**src/rtl/lane_hit_judge_if.sv**
```systemverilog
// Signal bundle between the lane/score stage and the lane hit judge.
// The master drives game and lane state; the slave (the judge) returns pulses and combo.
interface lane_hit_judge_if;
  logic       running;
  logic       btn_raw;
  logic       note_at_target;
  logic       lane_step;
  logic       hit_pulse;
  logic       miss_pulse;
  logic [7:0] combo;
  logic       btn_level;

  modport master (
    output running, btn_raw, note_at_target, lane_step,
    input  hit_pulse, miss_pulse, combo, btn_level
  );

  modport slave (
    input  running, btn_raw, note_at_target, lane_step,
    output hit_pulse, miss_pulse, combo, btn_level
  );
endinterface

```
**src/rtl/lane_hit_judge.sv**
```systemverilog
// Single-lane player input conditioner and hit judge: synchronize, debounce,
// then judge each accepted press against the note at the target position.
module lane_hit_judge #(
  parameter int DEBOUNCE_CYCLES = 500000,
  parameter int CNT_W           = 19
) (
  input  logic             clk,
  input  logic             reset,
  lane_hit_judge_if.slave  bus
);

  typedef enum logic [1:0] {
    IDLE,
    PRESS_WAIT,
    HELD,
    RELEASE_WAIT
  } state_t;

  localparam logic [CNT_W-1:0] DB_MAX  = CNT_W'(DEBOUNCE_CYCLES);
  localparam logic [CNT_W-1:0] CNT_ONE = CNT_W'(1);

  logic [1:0]       sync_q, sync_d;
  state_t           state_q, state_d;
  logic [CNT_W-1:0] cnt_q, cnt_d;
  logic             btn_level_q, btn_level_d;
  logic             hit_pulse_q, hit_pulse_d;
  logic             miss_pulse_q, miss_pulse_d;
  logic [7:0]       combo_q, combo_d;
  logic             judged_q, judged_d;
  logic             sync_s;
  logic             press_evt;

  assign sync_s = sync_q[1];

  // Debounce: a counter that has reached the limit means the required number of
  // stable samples has been seen, so the transition wins over the current sample.
  always_comb begin
    sync_d    = {sync_q[0], bus.btn_raw};
    state_d   = state_q;
    cnt_d     = cnt_q;
    press_evt = 1'b0;
    case (state_q)
      IDLE: begin
        if (sync_s) begin
          state_d = PRESS_WAIT;
          cnt_d   = CNT_ONE;
        end
      end
      PRESS_WAIT: begin
        if (cnt_q == DB_MAX) begin
          state_d   = HELD;
          cnt_d     = '0;
          press_evt = 1'b1;
        end else if (!sync_s) begin
          state_d = IDLE;
          cnt_d   = '0;
        end else begin
          cnt_d = cnt_q + CNT_ONE;
        end
      end
      HELD: begin
        if (!sync_s) begin
          state_d = RELEASE_WAIT;
          cnt_d   = CNT_ONE;
        end
      end
      RELEASE_WAIT: begin
        if (cnt_q == DB_MAX) begin
          state_d = IDLE;
          cnt_d   = '0;
        end else if (sync_s) begin
          state_d = HELD;
          cnt_d   = '0;
        end else begin
          cnt_d = cnt_q + CNT_ONE;
        end
      end
      default: begin
        state_d = IDLE;
        cnt_d   = '0;
      end
    endcase
    btn_level_d = (state_d == HELD) || (state_d == RELEASE_WAIT);
  end

  // Judgement uses the pre-step judged flag; a same-cycle hit suppresses expiry.
  always_comb begin
    hit_pulse_d  = 1'b0;
    miss_pulse_d = 1'b0;
    combo_d      = combo_q;
    judged_d     = judged_q;
    if (!bus.running) begin
      combo_d  = 8'd0;
      judged_d = 1'b0;
    end else begin
      hit_pulse_d  = press_evt && bus.note_at_target && !judged_q;
      miss_pulse_d = (press_evt && (!bus.note_at_target || judged_q)) ||
                     (bus.lane_step && bus.note_at_target && !judged_q && !hit_pulse_d);
      if (hit_pulse_d) begin
        combo_d = (combo_q == 8'hFF) ? combo_q : combo_q + 8'd1;
      end else if (miss_pulse_d) begin
        combo_d = 8'd0;
      end
      if (bus.lane_step) begin
        judged_d = 1'b0;
      end else if (hit_pulse_d) begin
        judged_d = 1'b1;
      end
    end
  end

  always_ff @(posedge clk or posedge reset) begin
    if (reset) begin
      sync_q       <= 2'b00;
      state_q      <= IDLE;
      cnt_q        <= '0;
      btn_level_q  <= 1'b0;
      hit_pulse_q  <= 1'b0;
      miss_pulse_q <= 1'b0;
      combo_q      <= 8'd0;
      judged_q     <= 1'b0;
    end else begin
      sync_q       <= sync_d;
      state_q      <= state_d;
      cnt_q        <= cnt_d;
      btn_level_q  <= btn_level_d;
      hit_pulse_q  <= hit_pulse_d;
      miss_pulse_q <= miss_pulse_d;
      combo_q      <= combo_d;
      judged_q     <= judged_d;
    end
  end

  assign bus.hit_pulse  = hit_pulse_q;
  assign bus.miss_pulse = miss_pulse_q;
  assign bus.combo      = combo_q;
  assign bus.btn_level  = btn_level_q;

  a_one_pulse : assert property (@(posedge clk) disable iff (reset)
                                 !(hit_pulse_q && miss_pulse_q));

endmodule
```
**src/flat_wrapper.sv**
```systemverilog
// flat-port wrapper written by rule: the top's interface ports become plain ports
module lane_hit_judge_flat 
#(
  parameter int DEBOUNCE_CYCLES = 500000,
  parameter int CNT_W           = 19
)
  (clk, reset, bus_running, bus_btn_raw, bus_note_at_target, bus_lane_step, bus_hit_pulse, bus_miss_pulse, bus_combo, bus_btn_level);
  lane_hit_judge_if bus_i ();
  input  logic clk;
  input  logic reset;
  input wire logic [$bits(bus_i.running)-1:0] bus_running;
  input wire logic [$bits(bus_i.btn_raw)-1:0] bus_btn_raw;
  input wire logic [$bits(bus_i.note_at_target)-1:0] bus_note_at_target;
  input wire logic [$bits(bus_i.lane_step)-1:0] bus_lane_step;
  output wire logic [$bits(bus_i.hit_pulse)-1:0] bus_hit_pulse;
  output wire logic [$bits(bus_i.miss_pulse)-1:0] bus_miss_pulse;
  output wire logic [$bits(bus_i.combo)-1:0] bus_combo;
  output wire logic [$bits(bus_i.btn_level)-1:0] bus_btn_level;
  assign bus_i.running = bus_running;
  assign bus_i.btn_raw = bus_btn_raw;
  assign bus_i.note_at_target = bus_note_at_target;
  assign bus_i.lane_step = bus_lane_step;
  assign bus_hit_pulse = bus_i.hit_pulse;
  assign bus_miss_pulse = bus_i.miss_pulse;
  assign bus_combo = bus_i.combo;
  assign bus_btn_level = bus_i.btn_level;
  lane_hit_judge #(.DEBOUNCE_CYCLES(DEBOUNCE_CYCLES), .CNT_W(CNT_W)) u_core (.clk(clk), .reset(reset), .bus(bus_i));
endmodule
```
**config.mk**
```make
export PLATFORM = sky130hd
export DESIGN_NAME = lane_hit_judge_flat
export DESIGN_NICKNAME = d
export VERILOG_FILES = /design/src/rtl/lane_hit_judge_if.sv /design/src/rtl/lane_hit_judge.sv /design/src/flat_wrapper.sv
export SDC_FILE = /design/constraint.sdc
export NUM_CORES = 1
export LEC_CHECK = 0
export CAP_MARGIN = 20
export CORE_ASPECT_RATIO = 0.5
export CORE_MARGIN = 1
export CORE_UTILIZATION = 56
export DETAILED_ROUTE_END_ITERATION = 12
export GPL_TIMING_DRIVEN = 1
export PLACE_DENSITY = 0.81
export RECOVER_POWER = 25
export SKIP_LAST_GASP = 1
export SLEW_MARGIN = 20
export SYNTH_ARGS = -nofsm -noshare
export SYNTH_HDL_FRONTEND = slang
export SYNTH_SLANG_ARGS = --single-unit
```
**constraint.sdc**
```tcl
create_clock -name clk -period 2.4 [get_ports clk]
set_input_delay 0.6 -clock clk [delete_from_list [all_inputs] [get_ports clk]]
set_output_delay 0.6 -clock clk [all_outputs]
set_load 0.1 [all_outputs]
```
**After elaboration in Yosys (flattened, before gate mapping)**

Index checks and enable logic that the tools add are counted.

- RAM bits: 0
- ROM bits: 0
- Input bits: 6
- Output and inout port bits: 11
- Memories: 0
- Bits in latches: 0
- Bits in registers: 35
- Logic and storage cells: 62

- Eq/ne operators: 12
- Add/sub/neg operators: 2
- Div/mod/pow operators: 0
- Magnitude comparators: 0
- Multiply operators: 0
- Bitwise operators: 0
- Mux-type cells: 25
- Shift-type cells: 0
- Reductions and logical operators: 15

Operator list:

| operator | count |
|---|---|
| 19-bit 2-to-1 mux | 6 |
| 19-bit case mux with 4 select lines | 1 |
| 8-bit 2-to-1 mux | 4 |
| 19-bit by 1-bit adder with 19-bit output, second input constant | 1 |
| 19-bit == test, second input constant | 1 |
| 2-bit 2-to-1 mux | 6 |
| 8-bit by 1-bit adder with 8-bit output, second input constant | 1 |
| 2-bit == test, second input constant | 4 |
| 8-bit == test, second input constant | 1 |
| 2-bit case mux with 4 select lines | 1 |
| 1-bit 2-to-1 mux | 7 |
| 1-bit logical AND | 6 |
| 3-bit by 1-bit != test with 1-bit output, second input constant | 2 |
| 2-bit AND reduction | 2 |
| 1-bit logical NOT | 3 |
| 1-bit logical OR | 3 |
| 3-bit != test, second input constant | 1 |
| 2-bit by 1-bit == test with 1-bit output, second input constant | 1 |
| 2-bit logical NOT | 1 |
| 2-bit by 1-bit != test with 1-bit output, second input constant | 1 |
| 2-bit != test, second input constant | 1 |

**Depth between registers and ports, before layout**

Gate-level depths: netlist (run 1).

- Depth after elaboration: 11
- Mapped depth: 9
- Mapped depth without buffers: 8

**Worst setup path after synthesis (run 1)**

No wires, ideal clock.

- Path kind: flip-flop to flip-flop
- From: reg u_core.combo_q[0] (netlist: u_core.bus.combo[0])
- To: reg u_core.combo_q[0] (netlist: u_core.bus.combo[0])
- Data arrival time: 2.129 ns
- Path buffers: 0
- Period minus slack after synthesis: 2.258 ns
- Slack: 0.142 ns
- Stages on the path, launching flop included: 8
- Cells stage by stage: dfrtp_1 -> ha_1 -> nand4b_1 -> nor3_1 -> nor4_2 -> nor2_1 -> nand2_1 -> mux2_1

- Longest elaborated chain between the ends: 4
- Elaborated cells on any way between the ends: 7
- Those cells by class: add/sub (1); eq/ne (2); mux (3); reduce/logical (1)

RTL lines:

| item | RTL line | RTL |
|---|---|---|
| start, declared | lane_hit_judge.sv:28 | `logic [7:0] combo_q, combo_d;` |
| start signal, assigned | lane_hit_judge.sv:129 | `combo_q <= combo_d;` |
| 8-bit by 1-bit adder with 8-bit output | lane_hit_judge.sv:100 | `combo_d = (combo_q == 8'hFF) ? combo_q : combo_q + 8'd1;` |
| 8-bit 2-to-1 mux | lane_hit_judge.sv:100 |  |
| 8-bit 2-to-1 mux | lane_hit_judge.sv:99 | `if (hit_pulse_d) begin` |
| 8-bit 2-to-1 mux | lane_hit_judge.sv:92 | `if (!bus.running) begin` |

Several ways; a longest one is shown, not always the timed one. The select of a mux whose other input is x is not followed.
A chain may end at the register's enable or synchronous reset.

**Final worst setup path (run 1)**

- From: reg u_core.cnt_q[0]
- To: reg u_core.combo_q[6] (netlist: u_core.bus.combo[6])

- Longest elaborated chain between the ends: 10
- Elaborated cells on any way between the ends: 14
- Those cells by class: eq/ne (3); mux (4); reduce/logical (7)

RTL lines:

| item | RTL line | RTL |
|---|---|---|
| start, declared | lane_hit_judge.sv:24 | `logic [CNT_W-1:0] cnt_q, cnt_d;` |
| start signal, assigned | lane_hit_judge.sv:125 | `cnt_q <= cnt_d;` |
| 19-bit == test (*) | lane_hit_judge.sv:50 | `if (cnt_q == DB_MAX) begin` |
| 1-bit 2-to-1 mux (*) | lane_hit_judge.sv:50 |  |
| 1-bit 2-to-1 mux (*) | lane_hit_judge.sv:42 | `case (state_q)` |
| 1-bit logical AND (2 in a row) | lane_hit_judge.sv:96 | `hit_pulse_d = press_evt && bus.note_at_target && !judged_q;` |
| 1-bit logical NOT | lane_hit_judge.sv:98 | `(bus.lane_step && bus.note_at_target && !judged_q && !hit_pulse_d);` |
| 1-bit logical AND | lane_hit_judge.sv:98 |  |
| 1-bit logical OR | lane_hit_judge.sv:97 | `miss_pulse_d = (press_evt && (!bus.note_at_target \|\| judged_q)) \|\|` |
| 3-bit by 1-bit != test with 1-bit output (no source line) | n/a |  |
| 2-bit AND reduction (no source line) | n/a |  |

Mark *: on every way between the ends. The rest lies on a longest branch, timed or not.

==> results of run 1 <==
[state kept, by name, summed over array words and instances (netlist names)]
signal / cells
u_core.sync_q: 2
u_core.bus.hit_pulse: 1
u_core.judged_q: 1
u_core.bus.miss_pulse: 1
u_core.bus.btn_level: 1
u_core.bus.combo: 8
u_core.state_q: 2
u_core.cnt_q: 19
[worst max-delay path: cells and delay by family, from the launching register on]
| family | cells | cell delay, ns |
|---|---|---|
| xor gates and xnor gates | 1 | 0.21 |
| buffers and inverters | 2 | 0.24 |
| and+or+nand+nor | 3 | 0.52 |
| adders and majority gates | 1 | 0.13 |
| AOI/OAI and AO/OA | 2 | 0.60 |
| DFF | 1 | 0.45 |
[worst max path at each step]
stage	startpoint	end	cells past startpoint
2_1_floorplan	u_core.bus.combo[0]	u_core.bus.combo[0]	7
3_3_place_gp	bus_note_at_target	u_core.bus.combo[0]	7
3_5_place_dp	bus_note_at_target	u_core.bus.combo[0]	7
4_1_cts	u_core.cnt_q[0]	u_core.cnt_q[7]	8
5_1_grt	u_core.cnt_q[0]	u_core.bus.combo[0]	8
6_report	u_core.cnt_q[0]	u_core.bus.combo[6]	9
[logic make-up (layout without fill, tap and decap cells)]
group | after synthesis | count (layout)
AOI/OAI and AO/OA | 42 | 42
xor gates and xnor gates | 11 | 11
adders and majority gates | 3 | 3
buffers and inverters | 8 | 33
DFF | 35 | 35
muxes | 3 | 3
and+or+nand+nor | 91 | 91
[power by group through the flow]
stage / registers [mW] / clock network, mW / logic [mW]
2_1_floorplan: 0.622 / 0 / 0.0488
3_3_place_gp: 0.619 / 0 / 0.0790
3_5_place_dp: 0.620 / 0 / 0.0812
4_1_cts: 0.608 / 0.561 / 0.0822
5_1_grt: 0.610 / 0.583 / 0.0895
6_report: 0.608 / 0.554 / 0.0799
[cells in the mapped netlist]
cell type	number	share of area [%]
dfrtp_1	35	47
o21ai_0	25	6.8
nor2_1	23	4.7
nand2_1	17	3.5
nand3_1	10	2.7
xor2_1	7	3.3
nand4_1	6	2.0
a21oi_1	5	1.4
and2_1	5	1.7
inv_1	5	1.0
nor2b_1	5	1.7
and3_1	4	1.4
xnor2_1	4	1.9
ha_1	3	2.0
o31ai_1	3	1.2
or3_1	3	1.0
a31oi_1	2	0.68
and4_1	2	0.95
clkbuf_1	2	0.41
mux2i_1	2	1.1
nand4b_1	2	0.95
nor3_1	2	0.54
nor4b_2	2	1.6
o211ai_1	2	0.81
o21a_1	2	0.81
a22o_1	1	0.47
and4b_1	1	0.54
and4bb_1	1	0.68
buf_2	1	0.27
mux2_1	1	0.61
nand2_2	1	0.34
nand2b_1	1	0.34
nand4b_4	1	1.3
nor3_4	1	0.88
nor3b_1	1	0.41
nor3b_2	1	0.68
nor4_1	1	0.34
nor4_2	1	0.68
o21bai_2	1	0.61
o31a_1	1	0.47
[routing by layer]
metal	vias to the layer above	routed length, um
met5	-	0
li1	747	-
met3	5	185
met2	32	1710
met1	715	1790
met4	0	34
[final cells by class]
class	count	share of cell area, %
clock inverter	2	1.62
inverter	5	0.866
tap	40	2.31
multi-input combinational	150	43.6
timing repair buffer	20	7.39
clock buffer	6	3.81
sequential	35	40.4
[stage by stage]
stage	hold WS [ns]	instances	worst slack, ns	cell area [sq um]	util, %
2_1_floorplan	0.331	193	0.142	1850	-
3_3_place_gp	0.332	250	0.189	2050	66.9
3_5_place_dp	0.337	250	0.137	2050	66.9
4_1_cts	0.353	258	0.114	2170	70.7
6_report	0.350	258	0.129	2170	70.7
5_1_grt	0.367	258	0.0601	2170	70.7
==> metrics.txt, run 1 <==
# TYPE chip_impl_metric gauge
chip_impl_metric{name="comb_power_share",unit="%"} 6.4
chip_impl_metric{name="antenna_found_initial",unit=""} 0
chip_impl_metric{name="setup-violations-final",unit=""} 0
chip_impl_metric{name="hold_viol",unit=""} 0
chip_impl_metric{name="layout-area-overhead-vs-synth",unit="%"} 17.2
chip_impl_metric{name="grt_first_pass_wirelength",unit="mm"} 6.05
chip_impl_metric{name="fin_tns_setup",unit="ns"} 0
chip_impl_metric{name="drt_iter0_drc",unit=""} 91
chip_impl_metric{name="timing.hold.worst_path_depth",unit=""} 0
chip_impl_metric{name="regArea",unit="sq um"} 876
chip_impl_metric{name="mappedNetlistArea",unit="sq mm"} 0.00185
chip_impl_info{name="hold_end",value="u_core.sync_q[1]"} 1
chip_impl_metric{name="required_worst_endpoint",unit="ns"} 2.57
chip_impl_metric{name="worst_slew_pin_slew",unit="ns"} 0.835
chip_impl_metric{name="starting_density_of_the_core",unit="%"} 60.3
chip_impl_info{name="min-delay-path-class",value="reg2reg"} 1
chip_impl_metric{name="postCtsSetupBuffers",unit=""} 0
chip_impl_metric{name="netlist_cell_types",unit=""} 40
chip_impl_metric{name="p_sw",unit="mW"} 0.279
chip_impl_metric{name="power.share.switching",unit="%"} 22.5
chip_impl_metric{name="postSynthCellCount",unit=""} 193
chip_impl_metric{name="finalMaxSlewViolations",unit=""} 0
chip_impl_metric{name="numClockSinks",unit=""} 35
chip_impl_metric{name="n_fill_cell",unit=""} 220
chip_impl_metric{name="synth_fa_ha_area_share",unit="%"} 2.03
chip_impl_metric{name="detail_route_antenna_nets",unit=""} 0
chip_impl_metric{name="cts_resized",unit=""} 0
chip_impl_metric{name="remaining_drc_errors",unit=""} 0
chip_impl_metric{name="ys_warn_count",unit=""} 0
chip_impl_metric{name="placementRows",unit=""} 14
chip_impl_metric{name="cts_inserted_buffers",unit=""} 5
chip_impl_metric{name="gr-total-overflow",unit=""} 0
chip_impl_metric{name="routed_via_density",unit=""} 5.81
chip_impl_metric{name="ys_seq_elements",unit=""} 35
chip_impl_info{name="worstReg2RegStart",value="u_core.cnt_q[0]"} 1
chip_impl_metric{name="power.share.clock",unit="%"} 44.6
chip_impl_metric{name="synthMuxAreaShare",unit="%"} 1.69
chip_impl_metric{name="internal_power",unit="mW"} 0.963
chip_impl_metric{name="postRouteWirelength",unit="mm"} 3.71
chip_impl_metric{name="clock_slew_at_the_register_clock_pins_of_the_worst_setup_and_hold_paths",unit="ns"} 0.08
chip_impl_metric{name="seq_power_share",unit="%"} 49.0
chip_impl_metric{name="met2_layer_usage_reported_by_global_route",unit="%"} 37.7
chip_impl_info{name="cp_cell_sequence",value="inv_1 > ha_1 > and4bb_1 > nand4b_4 > o31a_1 > buf_4 > o211ai_1 > xor2_1 > nor2_1"} 1
chip_impl_metric{name="dp_hpwl",unit="mm"} 2.45
chip_impl_info{name="cts_tree",value="built"} 1
chip_impl_metric{name="achievable-frequency",unit="MHz"} 440
chip_impl_metric{name="cts-htree-levels",unit=""} 2
chip_impl_metric{name="globalRouteMet1Util",unit="%"} 28.6
chip_impl_metric{name="ir_drop",unit="uV"} 306
chip_impl_info{name="worstHoldStart",value="u_core.sync_q[0]"} 1
chip_impl_metric{name="min_period",unit="ns"} 2.27
chip_impl_metric{name="power-per-cell-area",unit="mW/mm^2"} 573
chip_impl_metric{name="via_count",unit=""} 1499
chip_impl_info{name="result_of_the_run",value="complete, no violations"} 1
chip_impl_metric{name="synth-xor-area-share",unit="%"} 5.21
chip_impl_metric{name="fraction_of_layout_instances_using_a_drive_strength_above_1",unit="%"} 14.7
chip_impl_metric{name="synth-simple-area-share",unit="%"} 28.8
chip_impl_metric{name="floorplan.io_pins",unit=""} 17
chip_impl_info{name="worstSetupPathType",value="reg2reg"} 1
chip_impl_metric{name="synthesized_area_per_cell",unit="sq um"} 9.58
chip_impl_metric{name="core_region_area",unit="sq mm"} 0.00307
chip_impl_info{name="clockRootBuffer",value="clkbuf_8"} 1
chip_impl_metric{name="slew_margin_rel",unit="%"} 44.3
chip_impl_info{name="mostFrequentLayoutCell",value="dfrtp_1"} 1
chip_impl_metric{name="antennaDiodeCount",unit=""} 0
chip_impl_metric{name="reg2regPathDepth",unit=""} 9
chip_impl_info{name="timing.critical_path.to_type",value="register"} 1
chip_impl_metric{name="setup.reg_to_reg.worst_slack",unit="ns"} 0.13
chip_impl_metric{name="floorplan.die.height",unit="um"} 42.6
chip_impl_metric{name="synth-compound-area-share",unit="%"} 13.2
chip_impl_metric{name="ctsHoldBuffers",unit=""} 0
chip_impl_metric{name="synthesis.nets",unit=""} 202
chip_impl_metric{name="drv.max_cap_violation_count",unit=""} 0
chip_impl_metric{name="io_buffer_count",unit=""} 16
chip_impl_metric{name="gpl.final_weighted_congestion",unit=""} 0.826
chip_impl_metric{name="p_total",unit="mW"} 1.24
chip_impl_metric{name="multiInputGateArea",unit="sq um"} 945
chip_impl_metric{name="count_of_nets_after_finishing",unit=""} 226
chip_impl_metric{name="dieArea",unit="sq mm"} 0.00355
chip_impl_metric{name="grt_pass1_vias",unit=""} 1355
chip_impl_metric{name="cts-root-to-sink-buffers",unit=""} 2
chip_impl_metric{name="dieWidth",unit="um"} 83.3
chip_impl_metric{name="synth_sequential_area_ratio",unit="%"} 47.4
chip_impl_info{name="most_frequent_cells_in_the_layout",value="35 x dfrtp_1, 25 x o21ai_0, 22 x nor2_1"} 1
chip_impl_info{name="synth_top_family_by_area",value="simple AND/OR/NAND/NOR gates"} 1
chip_impl_metric{name="static-leakage-power",unit="nW"} 0.989
chip_impl_metric{name="critical-path-max-stage-delay",unit="ns"} 0.45
chip_impl_metric{name="wl_per_cell",unit="um"} 14.4
chip_impl_metric{name="global_route.usage.total",unit="%"} 22.3
chip_impl_metric{name="global_route.usage.met3",unit="%"} 6.10
chip_impl_metric{name="grt_max_degree",unit=""} 36
chip_impl_metric{name="insertion_delay",unit="ns"} 0.29
chip_impl_info{name="critical_path_source_type",value="register"} 1
chip_impl_info{name="worst_r2r_endpoint",value="u_core.bus.combo[6]"} 1
chip_impl_metric{name="worstPathArrival",unit="ns"} 2.44
chip_impl_metric{name="firstDrtPassIters",unit=""} 4
chip_impl_info{name="critPathSlowestCell",value="dfrtp_1"} 1
chip_impl_metric{name="min_period_over_period",unit="%"} 94.6
chip_impl_metric{name="critical_path.max_fanout",unit=""} 6
chip_impl_info{name="rsz_0062_raised_after_global_routing",value="false"} 1
chip_impl_metric{name="final.setup_skew",unit="ns"} 0.00889
chip_impl_info{name="gr_busiest_metal",value="met2"} 1
(Power assumes the default switching activity.)
==> run 2: changes to the inputs <==
--- a/config.mk
+++ b/config.mk
@@ -5,13 +5,14 @@
 export SDC_FILE = /design/constraint.sdc
 export NUM_CORES = 1
 export LEC_CHECK = 0
+export ABC_AREA = 1
 export CAP_MARGIN = 20
 export CORE_ASPECT_RATIO = 0.5
 export CORE_MARGIN = 1
-export CORE_UTILIZATION = 56
+export CORE_UTILIZATION = 58
 export DETAILED_ROUTE_END_ITERATION = 12
 export GPL_TIMING_DRIVEN = 1
-export PLACE_DENSITY = 0.81
+export PLACE_DENSITY = 0.83
 export RECOVER_POWER = 25
 export SKIP_LAST_GASP = 1
 export SLEW_MARGIN = 20
==> constraint.sdc (replaced) <==
create_clock -name clk -period 2.5 [get_ports clk]
set_input_delay 0.625 -clock clk [delete_from_list [all_inputs] [get_ports clk]]
set_output_delay 0.625 -clock clk [all_outputs]
set_load 0.1 [all_outputs]
==> run 2 against run 1 <==
Compared with the run above:
- total power fell by 1.1%
- hold slack improved by 0.0016 ns
- via count rose by 21%
- clock skew fell by 0.0043 ns
- sequential power fell by 4.1%
- combinational power rose by 28%
- routed wire length rose by 19%
- register-to-register slack improved by 0.49 ns
- area after synthesis rose by 13%
- die area rose by 9.2%
- first-iteration DRC count rose by 2.2%
- critical path type is now in2reg
- largest power group unchanged
==> metrics.txt, run 2 <==
# TYPE chip_impl_metric gauge
chip_impl_info{name="result_of_the_run",value="complete, no violations"} 1
chip_impl_metric{name="insertion_delay",unit="ns"} 0.29
chip_impl_metric{name="static-leakage-power",unit="nW"} 1.12
chip_impl_metric{name="postCtsSetupBuffers",unit=""} 0
chip_impl_metric{name="routed_via_density",unit=""} 5.23
chip_impl_metric{name="grt_pass1_vias",unit=""} 1655
chip_impl_info{name="cts_tree",value="built"} 1
chip_impl_info{name="registers.top_by_ff_count",value="u_core.cnt_q"} 1
chip_impl_metric{name="reg2regPathDepth",unit=""} 13
chip_impl_metric{name="numClockSinks",unit=""} 35
chip_impl_info{name="worstSetupPathType",value="in2reg"} 1
chip_impl_metric{name="gr-total-overflow",unit=""} 0
chip_impl_metric{name="largest_reg_flops",unit=""} 19
chip_impl_metric{name="postSynthCellCount",unit=""} 273
chip_impl_metric{name="detail_route_antenna_nets",unit=""} 0
chip_impl_metric{name="clock_slew_at_the_register_clock_pins_of_the_worst_setup_and_hold_paths",unit="ns"} 0.07
chip_impl_metric{name="timing.hold.worst_path_depth",unit=""} 0
chip_impl_info{name="min-delay-path-class",value="reg2reg"} 1
chip_impl_metric{name="synth_sequential_area_ratio",unit="%"} 41.7
chip_impl_metric{name="post-synth-top-area-fraction",unit="%"} 41.7
chip_impl_metric{name="synth-edff-count",unit=""} 0
chip_impl_metric{name="dieArea",unit="sq mm"} 0.00388
chip_impl_info{name="timing.critical_path.to_type",value="register"} 1
chip_impl_metric{name="power-per-cell-area",unit="mW/mm^2"} 513
chip_impl_metric{name="slew_margin_rel",unit="%"} 42.4
chip_impl_metric{name="floorplan.die.height",unit="um"} 44.5
chip_impl_info{name="rsz_0062_raised_after_global_routing",value="false"} 1
chip_impl_metric{name="layout-area-overhead-vs-synth",unit="%"} 14.2
chip_impl_info{name="most_frequent_cells_in_the_layout",value="63 x nand2_1, 50 x nor2_1, 35 x dfrtp_1"} 1
chip_impl_metric{name="worst_slew_pin_slew",unit="ns"} 0.864
chip_impl_metric{name="antennaDiodeCount",unit=""} 0
chip_impl_metric{name="global_route.usage.total",unit="%"} 26.0
chip_impl_metric{name="netlist_cell_types",unit=""} 31
chip_impl_info{name="mostFrequentLayoutCell",value="nand2_1"} 1
chip_impl_metric{name="final_util",unit="%"} 69.4
chip_impl_info{name="critical_path_source_type",value="primary input"} 1
chip_impl_metric{name="io_buffer_count",unit=""} 16
chip_impl_metric{name="synthesized_area_per_cell",unit="sq um"} 7.69
chip_impl_metric{name="starting_density_of_the_core",unit="%"} 60.8
chip_impl_metric{name="cts-htree-levels",unit=""} 2
chip_impl_metric{name="placementRows",unit=""} 15
chip_impl_info{name="count_leader_synth",value="nand2_1"} 1
chip_impl_info{name="clockRootBuffer",value="clkbuf_8"} 1
chip_impl_metric{name="ir_drop",unit="uV"} 399
chip_impl_metric{name="required_worst_endpoint",unit="ns"} 2.69
chip_impl_metric{name="ys_seq_elements",unit=""} 35
chip_impl_metric{name="drt_iter0_drc",unit=""} 93
chip_impl_metric{name="multiInputGateArea",unit="sq mm"} 0.00108
chip_impl_metric{name="core_region_area",unit="sq mm"} 0.00345
chip_impl_info{name="post_synth_most_frequent_cells",value="63 x nand2_1, 50 x nor2_1, 35 x dfrtp_1"} 1
chip_impl_metric{name="floorplan.io_pins",unit=""} 17
chip_impl_metric{name="count_of_nets_after_finishing",unit=""} 303
chip_impl_metric{name="n_fill_cell",unit=""} 297
chip_impl_metric{name="grt_first_pass_wirelength",unit="mm"} 7.47
chip_impl_metric{name="postRouteWirelength",unit="mm"} 4.41
chip_impl_metric{name="fin_tns_setup",unit="ns"} 0
chip_impl_info{name="post-synth-top-area-cell",value="dfrtp_1"} 1
chip_impl_metric{name="min_period",unit="ns"} 1.91
chip_impl_metric{name="grt_max_degree",unit=""} 36
chip_impl_metric{name="cts-root-to-sink-buffers",unit=""} 2
chip_impl_metric{name="async_reset_ff_share",unit="%"} 100
chip_impl_metric{name="fraction_of_layout_instances_using_a_drive_strength_above_1",unit="%"} 15.6
chip_impl_metric{name="cts_resized",unit=""} 0
chip_impl_metric{name="wl_per_cell",unit="um"} 12.8
chip_impl_metric{name="cts_inserted_buffers",unit=""} 5
chip_impl_metric{name="hold_viol",unit=""} 0
chip_impl_metric{name="regArea",unit="sq um"} 876
chip_impl_metric{name="firstDrtPassIters",unit=""} 4
chip_impl_metric{name="finalMaxSlewViolations",unit=""} 0
chip_impl_metric{name="final.setup_skew",unit="ns"} 0.00464
chip_impl_metric{name="ctsHoldBuffers",unit=""} 0
chip_impl_metric{name="achievable-frequency",unit="MHz"} 525
chip_impl_metric{name="critical_path.max_fanout",unit=""} 9
chip_impl_info{name="postSynth.topFlopCell",value="dfrtp_1"} 1
chip_impl_metric{name="antenna_found_initial",unit=""} 0
chip_impl_metric{name="hold-worst-slack",unit="ns"} 0.352
chip_impl_metric{name="synthesis.nets",unit=""} 282
chip_impl_info{name="synthTopCellsByArea",value="dfrtp_1 42%, nand2_1 11%, nor2_1 8.9%"} 1
chip_impl_metric{name="ys_warn_count",unit=""} 0
chip_impl_metric{name="dieWidth",unit="um"} 87.1
chip_impl_metric{name="gpl.final_weighted_congestion",unit=""} 0.826
chip_impl_metric{name="setup-violations-final",unit=""} 0
chip_impl_metric{name="drv.max_cap_violation_count",unit=""} 0
chip_impl_metric{name="min_period_over_period",unit="%"} 76.2
chip_impl_metric{name="mappedNetlistArea",unit="sq mm"} 0.00210
chip_impl_metric{name="worstPathArrival",unit="ns"} 2.09
chip_impl_metric{name="remaining_drc_errors",unit=""} 0
chip_impl_metric{name="dp_hpwl",unit="mm"} 3.17
chip_impl_metric{name="via_count",unit=""} 1811
## run 2: cell types whose count changed in the layout (fill, tap and decap cells not counted), moves of 5 or more
| cell | delta |
|---|---|
| and2_1 | -5 |
| inv_1 | +23 |
| inv_2 | +5 |
| nand2_1 | +46 |
| nand3_1 | +12 |
| nor2_1 | +28 |
| nor2b_1 | -5 |
| o21ai_0 | -17 |
## run 2: worst paths after layout
path,start,end,slack (ns)
max,bus_running,u_core.bus.combo[3],0.59
min,u_core.sync_q[0],u_core.sync_q[1],0.35
max reg2reg,u_core.cnt_q[0],u_core.cnt_q[18],0.62
min reg2reg,u_core.sync_q[0],u_core.sync_q[1],0.35
max in group asynchronous,reset,u_core.cnt_q[11],0.94
min in group asynchronous,reset,u_core.bus.hit_pulse,1.02
## run 2: power breakdown
| group | internal, mW | switching [mW] | leakage [nW] |
|---|---|---|---|
| sequential | 0.575 | 0.00835 | 0.477 |
| clock | 0.323 | 0.219 | 0.0612 |
| combinational | 0.0284 | 0.0741 | 0.579 |
## run 2: final cells by class
| class | instances | share of cell area, % |
|---|---|---|
| Inverter | 33 | 5.17 |
| Timing Repair Buffer | 17 | 5.74 |
| Sequential cell | 35 | 36.6 |
| Tap cell | 51 | 2.66 |
| Multi-Input combinational cell | 202 | 45.0 |
| Clock buffer | 6 | 3.45 |
| Clock inverter | 2 | 1.46 |
## run 2: through the flow
step	worst slack (ns)	instance area, sq um	total power [mW]	std cells
5_1_grt	0.441	2400	1.27	346
3_3_place_gp	0.393	2280	0.695	338
3_5_place_dp	0.310	2280	0.698	338
6_report	0.594	2400	1.23	346
2_1_floorplan	0.186	2100	0.668	273
4_1_cts	0.611	2400	1.23	346
## run 2: worst max-delay path: stages
cell and delay, ns:
clkdlybuf4s50_1 0.67, nand2_1 0.10, nor2_1 0.12, nand2_1 0.12, nor2_1 0.20, nor2_4 0.09
nand3_1 0.10, nand2_1 0.06
## run 2: cell families after synthesis
family	after synthesis	synth area share (%)
adder cells (fa/ha/maj)	3	1.79
XOR/XNOR	9	3.76
flip-flops	35	41.7
buffers and inverters	36	6.92
AO/OA/AOI/OAI	24	7.45
AND/OR/NAND/NOR	166	38.3
## run 2: routing by layer
metal | global-route usage (%) | vias up | routed length (um)
met2 | 43.0 | 48 | 2050
met4 | 11.3 | 0 | 59
li1 | - | 920 | -
met3 | 7.09 | 8 | 188
met5 | 0 | - | 0
met1 | 32.7 | 835 | 2110
==> run 3: changes to the inputs <==
--- a/config.mk
+++ b/config.mk
@@ -9,10 +9,10 @@
 export CAP_MARGIN = 20
 export CORE_ASPECT_RATIO = 0.5
 export CORE_MARGIN = 1
-export CORE_UTILIZATION = 58
+export CORE_UTILIZATION = 52
 export DETAILED_ROUTE_END_ITERATION = 12
 export GPL_TIMING_DRIVEN = 1
-export PLACE_DENSITY = 0.83
+export PLACE_DENSITY = 0.78
 export RECOVER_POWER = 25
 export SKIP_LAST_GASP = 1
 export SLEW_MARGIN = 20
==> constraint.sdc (replaced) <==
create_clock -name clk -period 1.7 [get_ports clk]
set_input_delay 0.425 -clock clk [delete_from_list [all_inputs] [get_ports clk]]
set_output_delay 0.425 -clock clk [all_outputs]
set_load 0.1 [all_outputs]
==> run 3 against run 2 <==
Compared with the run above:
- the run now ends with setup timing left
- routed wire length grew 11%
- sequential share of layout area fell by 3.9 points
- cell count is 4.3% higher
- combinational power increased by 100%
- largest cell class unchanged
==> metrics.txt, run 3 (synthesized netlist as in run 2, its figures left out) <==
# TYPE chip_impl_metric gauge
chip_impl_info{name="result_of_the_run",value="complete, but fails checks"} 1
chip_impl_info{name="violations",value="setup timing"} 1
chip_impl_info{name="worstHoldStart",value="u_core.sync_q[0]"} 1
chip_impl_info{name="cts_tree",value="built"} 1
chip_impl_metric{name="firstDrtPassIters",unit=""} 4
chip_impl_metric{name="worstPathArrival",unit="ns"} 1.93
chip_impl_metric{name="via_count",unit=""} 1931
chip_impl_info{name="critical_path_source_type",value="register"} 1
chip_impl_metric{name="placed_cell_area",unit="sq mm"} 0.00255
chip_impl_info{name="min-delay-path-class",value="reg2reg"} 1
chip_impl_info{name="worst_r2r_endpoint",value="u_core.bus.combo[2]"} 1
chip_impl_metric{name="timing.hold.worst_path_depth",unit=""} 0
chip_impl_metric{name="regArea",unit="sq um"} 892
chip_impl_metric{name="drt_iter0_drc",unit=""} 86
chip_impl_metric{name="dp_hpwl",unit="mm"} 3.56
chip_impl_info{name="mostFrequentLayoutCell",value="nand2_1"} 1
chip_impl_info{name="most_frequent_cells_in_the_layout",value="59 x nand2_1, 46 x nor2_1, 26 x dfrtp_1"} 1
chip_impl_metric{name="min_period_over_period",unit="%"} 101
chip_impl_metric{name="min_period",unit="ns"} 1.71
chip_impl_metric{name="layout-area-overhead-vs-synth",unit="%"} 30.4
chip_impl_metric{name="required_worst_endpoint",unit="ns"} 1.92
chip_impl_metric{name="drv.max_cap_violation_count",unit=""} 0
chip_impl_info{name="worstReg2RegStart",value="u_core.cnt_q[0]"} 1
chip_impl_metric{name="detail_route_antenna_nets",unit=""} 0
chip_impl_metric{name="cts-root-to-sink-buffers",unit=""} 2
chip_impl_metric{name="setup-violations-final",unit=""} 2
chip_impl_metric{name="power-per-cell-area",unit="mW/mm^2"} 631
chip_impl_metric{name="path_buf_inv",unit=""} 2
chip_impl_metric{name="count_of_nets_after_finishing",unit=""} 318
chip_impl_metric{name="finish.cell_count_without_fillers",unit=""} 361
chip_impl_metric{name="multiInputGateArea",unit="sq mm"} 0.00117
chip_impl_metric{name="finalMaxSlewViolations",unit=""} 0
chip_impl_metric{name="io_buffer_count",unit=""} 16
chip_impl_metric{name="cts_inserted_buffers",unit=""} 5
chip_impl_metric{name="antennaDiodeCount",unit=""} 0
chip_impl_metric{name="fin_tns_setup",unit="ns"} -0.0106
chip_impl_info{name="worstSetupPathType",value="reg2reg"} 1
chip_impl_metric{name="largest_reg_flops",unit=""} 19
chip_impl_metric{name="antenna_found_initial",unit=""} 0
chip_impl_metric{name="critical_path.max_fanout",unit=""} 8
chip_impl_metric{name="hold_viol",unit=""} 0
chip_impl_metric{name="final_util",unit="%"} 75.1
chip_impl_metric{name="slew_margin_rel",unit="%"} 40.5
chip_impl_metric{name="numClockSinks",unit=""} 35
chip_impl_metric{name="cts-htree-levels",unit=""} 2
chip_impl_metric{name="routed_via_density",unit=""} 5.35
chip_impl_metric{name="postRouteWirelength",unit="mm"} 4.91
chip_impl_metric{name="fraction_of_layout_instances_using_a_drive_strength_above_1",unit="%"} 28.4
chip_impl_info{name="critical_path.top_delay_family",value="simple AND/OR/NAND/NOR gates"} 1
chip_impl_metric{name="gr-total-overflow",unit=""} 0
chip_impl_metric{name="wl_per_cell",unit="um"} 13.6
chip_impl_metric{name="insertion_delay",unit="ns"} 0.30
chip_impl_metric{name="remaining_drc_errors",unit=""} 0
chip_impl_info{name="rsz_0062_raised_after_global_routing",value="true"} 1
chip_impl_metric{name="starting_density_of_the_core",unit="%"} 57.6
chip_impl_metric{name="dieWidth",unit="um"} 91.8
chip_impl_metric{name="final.setup_skew",unit="ns"} 0.00471
chip_impl_metric{name="gpl.final_weighted_congestion",unit=""} 0.856
chip_impl_info{name="critPathSlowestCell",value="dfrtp_1"} 1
chip_impl_metric{name="core_region_area",unit="sq mm"} 0.00364
chip_impl_metric{name="hold-worst-slack",unit="ns"} 0.358
chip_impl_metric{name="grt_first_pass_wirelength",unit="mm"} 7.80
chip_impl_info{name="timing.critical_path.to_type",value="register"} 1
chip_impl_info{name="crit_top_cell",value="inv_2"} 1
chip_impl_metric{name="worst_slew_pin_slew",unit="ns"} 0.892
chip_impl_metric{name="static-leakage-power",unit="nW"} 1.19
chip_impl_metric{name="ctsHoldBuffers",unit=""} 0
chip_impl_metric{name="floorplan.io_pins",unit=""} 17
chip_impl_metric{name="reg2regPathDepth",unit=""} 10
chip_impl_info{name="registers.top_by_ff_count",value="u_core.cnt_q"} 1
chip_impl_metric{name="clock_slew_at_the_register_clock_pins_of_the_worst_setup_and_hold_paths",unit="ns"} 0.08
chip_impl_metric{name="finish.instance_area",unit="sq mm"} 0.00274
chip_impl_metric{name="placementRows",unit=""} 15
chip_impl_metric{name="pre_cts_slack",unit="ns"} -0.209
chip_impl_metric{name="grt_pass1_vias",unit=""} 1727
chip_impl_metric{name="achievable-frequency",unit="MHz"} 585
chip_impl_info{name="clockRootBuffer",value="clkbuf_8"} 1
chip_impl_metric{name="setup.reg_to_reg.worst_slack",unit="ns"} -0.009
chip_impl_metric{name="floorplan.die.height",unit="um"} 46.9
chip_impl_metric{name="dieArea",unit="sq mm"} 0.00431
chip_impl_metric{name="n_fill_cell",unit=""} 252
chip_impl_info{name="hold_end",value="u_core.sync_q[1]"} 1
chip_impl_metric{name="global_route.usage.total",unit="%"} 24.4
chip_impl_info{name="critPathLaunch",value="u_core.cnt_q[0]"} 1
chip_impl_metric{name="dp.cells",unit=""} 350
chip_impl_metric{name="p_total",unit="mW"} 1.73
chip_impl_metric{name="ir_drop",unit="uV"} 648
chip_impl_metric{name="critical-path-max-stage-delay",unit="ns"} 0.39
chip_impl_info{name="cp_cell_sequence",value="inv_2 > ha_4 > nand2_2 > inv_2 > nand2_4 > nor2_4 > nand4_4 > o21ai_4 > nand2_1 > o21ai_1"} 1
chip_impl_metric{name="post-route-worst-setup-slack",unit="ns"} -0.00941
chip_impl_metric{name="grt_max_degree",unit=""} 36
-- run 3: worst max-delay path by stage --
stage / slack, ns / cells after the start / to
floorplan: -0.06 / 10 / u_core.bus.combo[0]
global placement: -0.1 / 8 / u_core.bus.combo[0]
detailed placement: -0.21 / 9 / u_core.bus.combo[0]
CTS: -0.006 / 10 / u_core.bus.combo[0]
global route: -0.1 / 10 / u_core.bus.combo[2]
finish: -0.009 / 10 / u_core.bus.combo[2]
-- run 3: what timing repair did --
action,CTS,global route
buffers inserted,1,2
setup endpoints to repair,9,21
gates resized for setup,2,22
endpoints found under the hold margin,0,0
gates cloned,0,0
pin swaps,4,17
-- run 3: worst register-to-register path: stages, from the launching register on --
cell and delay (ns):
dfrtp_1 0.39, inv_2 0.08, ha_4 0.13, nand2_2 0.04, inv_2 0.07, nand2_4 0.06, nor2_4 0.19, nand4_4 0.18
o21ai_4 0.31, nand2_1 0.10, o21ai_1 0.08
-- run 3: where the power goes --
part           switching, mW  total [mW]  internal, mW
sequential            0.0108       0.857         0.847
combinational          0.127       0.209        0.0822
clock                  0.329       0.660         0.331
total                  0.467        1.73          1.26
-- run 3: cell type report --
class | instances | area share (%)
Timing Repair Buffer | 32 | 14.2
Clock buffer | 6 | 3.02
Multi-Input combinational cell | 202 | 42.7
Clock inverter | 2 | 0.595
Sequential cell | 35 | 32.6
Inverter | 33 | 4.53
Tap cell | 51 | 2.33
-- run 3: layer usage --
layer | vias to the layer above | wire [um] | global-route usage, %
li1 | 947 | - | -
met1 | 906 | 2340 | 29.8
met2 | 62 | 2220 | 42.6
met3 | 16 | 253 | 7.93
met4 | 0 | 95 | 9.06
met5 | - | 0 | 0
